**src/rtl/filter_pkg.sv**
```systemverilog
// Shared defaults and helpers for the per-bit debounce filter.
package filter_pkg;

  localparam int DEF_NUM_SIGNALS  = 16;
  localparam int DEF_FILTER_WIDTH = 4;
  localparam int MAX_SIGNALS      = 256;

  // Idle level of the filtered bus: the low n bits set, the rest clear.
  function automatic logic [MAX_SIGNALS-1:0] out_default(input int n);
    logic [MAX_SIGNALS-1:0] r;
    r = '0;
    for (int i = 0; i < MAX_SIGNALS; i++) begin
      r[i] = (i < n);
    end
    return r;
  endfunction

endpackage

```
**src/rtl/filter_bit.sv**
```systemverilog
// One debounce channel. The output takes the input's value once the two have
// disagreed for 2^FILTER_WIDTH consecutive cycles.
module filter_bit
  import filter_pkg::*;
#(
  parameter int   FILTER_WIDTH = DEF_FILTER_WIDTH,
  parameter logic RST_BIT      = 1'b1
) (
  input  logic clk,
  input  logic aclr,
  input  logic in,
  output logic out
);

  localparam logic [FILTER_WIDTH-1:0] CNT_LAST = '1;

  logic [FILTER_WIDTH-1:0] cnt_q, cnt_d;
  logic                    out_q, out_d;

  // Any agreeing cycle discards the whole run. Reaching the terminal count
  // flips the output and clears the counter, so it can never wrap.
  always_comb begin
    cnt_d = '0;
    out_d = out_q;
    if (in != out_q) begin
      if (cnt_q == CNT_LAST) begin
        out_d = in;
      end else begin
        cnt_d = cnt_q + 1'b1;
      end
    end
  end

  always_ff @(posedge clk) begin
    if (aclr) begin
      cnt_q <= '0;
      out_q <= RST_BIT;
    end else begin
      cnt_q <= cnt_d;
      out_q <= out_d;
    end
  end

  assign out = out_q;

endmodule

```
**src/rtl/filter.sv**
```systemverilog
// Bus debounce filter: NUM_SIGNALS independent filter_bit channels. The
// outputs idle high.
module filter
  import filter_pkg::*;
#(
  parameter int NUM_SIGNALS  = DEF_NUM_SIGNALS,
  parameter int FILTER_WIDTH = DEF_FILTER_WIDTH
) (
  input  logic                   clk,
  input  logic                   aclr,
  input  logic [NUM_SIGNALS-1:0] in,
  output logic [NUM_SIGNALS-1:0] out
);

  localparam logic [NUM_SIGNALS-1:0] RST_VAL = NUM_SIGNALS'(out_default(NUM_SIGNALS));

  for (genvar g = 0; g < NUM_SIGNALS; g++) begin : g_bit
    filter_bit #(
      .FILTER_WIDTH (FILTER_WIDTH),
      .RST_BIT      (RST_VAL[g])
    ) u_bit (
      .clk  (clk),
      .aclr (aclr),
      .in   (in[g]),
      .out  (out[g])
    );
  end

endmodule

```
**config.mk**
```make
export PLATFORM = sky130hd
export DESIGN_NAME = filter
export DESIGN_NICKNAME = d
export VERILOG_FILES = /design/src/rtl/filter_pkg.sv /design/src/rtl/filter_bit.sv /design/src/rtl/filter.sv
export SDC_FILE = /design/constraint.sdc
export NUM_CORES = 1
export LEC_CHECK = 0
export CORE_ASPECT_RATIO = 1.2
export CORE_UTILIZATION = 55
export DETAILED_ROUTE_END_ITERATION = 8
export HOLD_SLACK_MARGIN = 0.05
export PLACE_DENSITY = 0.8
export SYNTH_ARGS = -nofsm -noshare
export SYNTH_HDL_FRONTEND = slang
export SYNTH_SLANG_ARGS = --single-unit
```
**constraint.sdc**
```tcl
create_clock -name clk -period 1.24 [get_ports clk]
set_input_delay 0.124 -clock clk [delete_from_list [all_inputs] [get_ports clk]]
set_output_delay 0.124 -clock clk [all_outputs]
set_load 0.03 [all_outputs]
```
Word level (Yosys, flattened, before mapping). Index checks and enable logic that the tools add are counted.

Add/sub/neg operators: 16. Equality and inequality tests: 32. Bitwise logic cells: 16. Reduce and logical (&&, ||, !) cells: 32.

Operators by type and width (number): 4-bit by 1-bit adder with 4-bit output (second input constant) (16); 4-bit == test (second input constant) (16); 3-bit OR reduction (16); 2-bit AND reduction (16); 1-bit inequality test (16); 1-bit inverter (16).

Output and inout port bits: 16. Bits in registers: 80. Input bits: 18. Word-level logic and storage cells: 128.

Longest topological paths before layout.
Depth after elaboration: 3. Depth in mapped cells: 4. Depth with buffers taken out: 4.

Hierarchy. From an unflattened synthesis, not the netlist that was laid out.

Cells, all modules: 320. Area, all modules: 3163.0 um2.

Modules (own cells, without submodules): filter_bit (area each 197.7 um2, sequential area each 100.1 um2, instances 16, cells each 20).

Worst setup path after synthesis. Ideal clock, no wire load.

Path kind: register to register. From: reg g_bit[0].u_bit.cnt_q[0]. To: reg g_bit[0].u_bit.cnt_q[2]. Arrival time: 0.851 ns. Library setup time: 0.116 ns. Clock period less this slack: 0.967 ns. Cell stages (with the launch flop): 4. Required time: 1.124 ns. Path buffers: 0. Setup slack: 0.273 ns. Path through: dfxtp_1 ha_1 xor2_1 and3b_1.

Word-level cells in the longest chain between the ends: 2. Elaborated cells between the ends (all ways): 3. Those cells by class: add/sub (1); eq/ne (1); reduce/logical (1).

Ends and longest elaborated chain: start, declared (line filter_bit.sv:17) `logic [FILTER_WIDTH-1:0] cnt_q, cnt_d;`; start signal, assigned (line filter_bit.sv:39) `cnt_q <= cnt_d;`; parallel branches: the longest is 2 deep, another holds 4-bit by 1-bit adder with 4-bit output.

Several ways; the timed one is not identified. A chain may end at the register's enable or synchronous reset.

Worst setup path in the final report.
From: reg g_bit[13].u_bit.out_q. To: out out[13].

RTL lines: start, declared (line filter_bit.sv:18) `logic out_q, out_d;`; start signal, assigned (line filter_bit.sv:40) `out_q <= out_d;`; end, declared (line filter.sv:12) `output logic [NUM_SIGNALS-1:0] out`.

No word-level cell between the ends.

==> metrics.md <==
| Metric | Value |
|---|---|
| Post-Synthesis Cells | 341 |
| Share of layout cells above drive strength 1 | 0.119 |
| RSZ-0062 raised after global routing | no |
| Layout Nets | 400 |
| Placed cell area | about 0.0037 mm^2 |
| Maximum VDD drop | 937 uV |
| Final global-route overflow total | 0 |
| DRC viols | 0 |
| Hold Path Class | reg -> reg |
| Largest net degree at the start of global routing | 37 |
| ANT nets after route | 0 |
| Critical path type | reg -> out |
| Clock slew seen by the registers of the worst setup and hold paths | roughly 80 ps |
| GPL Wtd Cong | 0.740 |
| Cell area after synthesis | ~0.0034 mm^2 |
| Final Hold Viols | 0 |
| Leakage power | 1.73 nW |
| CP Buf/Inv Count | 1 |
| Post-synthesis xor/xnor area fraction | 0.124 |
| DRT Pass-1 Iters | 6 |
| CP Capture Type | primary output |
| Synthesis-to-finish area growth | 12.8% |
| Synth top area cells | dfxtp_1, xor2_1, ha_1 |
| CTS tree | yes |
| Compound-Gate Fraction of Synth Area | 0.0636 |
| H-tree levels | 3 |
| FP Rows | 30 |
| FMAX | 0.849 GHz |
| First-pass GRT wire length | 8.47 mm |
| Port bufs | 33 |
| Syn Nets | 375 |
| Synth cell types | 14 |
| Post-DP HPWL | 3.62 mm |
| Total power | approximately 0.0047 W |
| Antenna violations before repair | 0 |
| Final Max Slew Viols | 0 |
| TNS Setup | 0 ps |
| Period utilisation layout | 0.950 |
| Clock latency on the worst-skew pair | between 300 and 400 ps |
| Final setup skew | 5.35 ps |
| Ys Warns | 0 |
| Mean Syn Cell Area | 9.92 um^2 |
| Post-synthesis sequential area ratio | 0.474 |
| Starting Density | 0.585 |
| GRT Total Usage | 0.171 |
| Fillers | 491 |
| DR vias | 2286 |
| Final core occ | 0.660 |
| Worst-Margin Slew | 199 ps |
| Clock buffer depth | 2 |
| Max-cap violations | 0 |
| Minimum clock period | 1180 ps |
| Detail-routed via count per cell | 5.07 |
| CTS Sinks | 80 |
| Post-Synth Simple-Gate Area | 0.213 |
| Postcts setup bufs | 0 |
| Critical Path Max Stage Delay | 400 ps |
| Post-synthesis adder-cell area fraction | 0.0592 |
| Diodes inserted | 0 |
| Multi-input gate area | 0.00156 mm^2 |
| Root Buffer | clkbuf_8 |
| Seq cells post-synth | 80 |
| Slew HR | 0.867 |
| CP Max Fanout | 3 |
| Die H | between 80 and 90 um |
| Final instance area | 0.00381 mm^2 |
| Crit path cell chain | clkdlybuf4s15_2 |
| Critical Path Source Type | flip-flop |
| Cell family with most CP delay | flip-flops |
| Top-area cell type share of the netlist area | 0.474 |
| Vias in the first global route | 2085 |
| Die ar. | ~0.0065 mm^2 |
| Die width | 73.6 um |
| Slowest cell on the critical path | dfxtp_1 |
| Yosys top cell by area | dfxtp_1 |
| Multiplexer share of the synthesized area | 0 |
| Register area | 0.00160 mm^2 |
| CP required | approximately 1100 ps |
| WP data arrival | 1050 ps |
| Final WL | between 5 and 6 mm |
| TritonCTS Buffers | 9 |
| Cell Pwr Density | between 1000 and 1500 mW/mm^2 |
| Routed len/inst | 11.3 um |
| Outcome | completed |
| Core Area | 0.00578 mm^2 |
| 1st-iter DRT viols | 74 |
| Final setup violating endpoints | 0 |
| Largest family of logic cells by synthesized area | simple AND/OR/NAND/NOR gates |
| I/O Pins | 34 |
## area by class of cell
cell class | count | share of cell area
clock buffer | 12 | 0.0433
clock inverter | 4 | 0.00722
inverter | 16 | 0.0157
multi-input combinational | 224 | 0.408
sequential | 80 | 0.420
tap | 80 | 0.0262
timing repair buffer | 35 | 0.0794
## report_power, final
part / switching (W) / internal, W
sequential: 0.0000353 / 0.00262
clock: 0.000902 / 0.000887
combinational: 0.000127 / 0.000137
total: 0.00106 / 0.00364
## routing by layer
layer  GRT usage  share of wire  vias up
met1       0.200           0.47     1062
met3      0.0483          0.040       11
li1            -              -     1179
met4      0.0979          0.020        0
met2       0.279           0.47       34
met5           0              0        -
## registers in the layout, indices dropped and copies added (netlist names)
name / count
g_bit.u_bit.out: 16
g_bit.u_bit.cnt_q: 64
## logic make-up (layout without fill, tap and decap cells)
family	after synthesis	after routing
AND/OR/NAND/NOR	144	144
flip-flops	80	80
XOR/XNOR	48	48
buffers and inverters	37	67
adder cells (fa/ha/maj)	16	16
AO/OA/AOI/OAI	16	16
## stage by stage
step                hold slack [ps]  worst slack [ps]  instances
floorplan                       267               273        341
global placement                431              23.4        435
detailed placement              437              1.85        435
CTS                             450              5.85        451
global route                    470              34.0        451
finish                          449              62.0        451
## cell usage in the layout, fill, tap and decap left out, drive strengths merged
cell type       n
and3b          16
clkinv          1
clkinvlp        3
clkdlybuf4s50  17
clkdlybuf4s15   4
nor2           48
ha             16
dfxtp          80
nand3b         16
nand3          32
xor2           48
clkbuf         24
inv            16
a41oi          16
buf             2
nand2          32
## cells in the mapped netlist
cell type / number
xor2_1: 48
nand3b_1: 16
buf_6: 3
nand2_1: 32
nand3_1: 32
buf_4: 16
and3b_1: 16
a41oi_1: 6
nor2_1: 48
inv_1: 16
ha_1: 16
buf_2: 2
a41oi_2: 10
dfxtp_1: 80
## final timing paths
| check | start | end | slack, ps | depth (start not counted) |
|---|---|---|---|---|
| hold / removal | g_bit[2].u_bit.cnt_q[0] | g_bit[2].u_bit.cnt_q[0] | 450 | 1 |
| setup / recovery | g_bit[13].u_bit.out | out[13] | 60 | 1 |
| hold reg to reg | g_bit[2].u_bit.cnt_q[0] | g_bit[2].u_bit.cnt_q[0] | 450 | 1 |
| setup reg to reg | g_bit[4].u_bit.cnt_q[0] | g_bit[4].u_bit.cnt_q[3] | 200 | 4 |
## what timing repair did
action / CTS / global route
hold buffers: 0 / 0
gates resized for setup: 36 / 12
setup endpoints to repair: 16 / 12
hold endpoints to repair: 0 / 0
(Power assumes the default switching activity.)
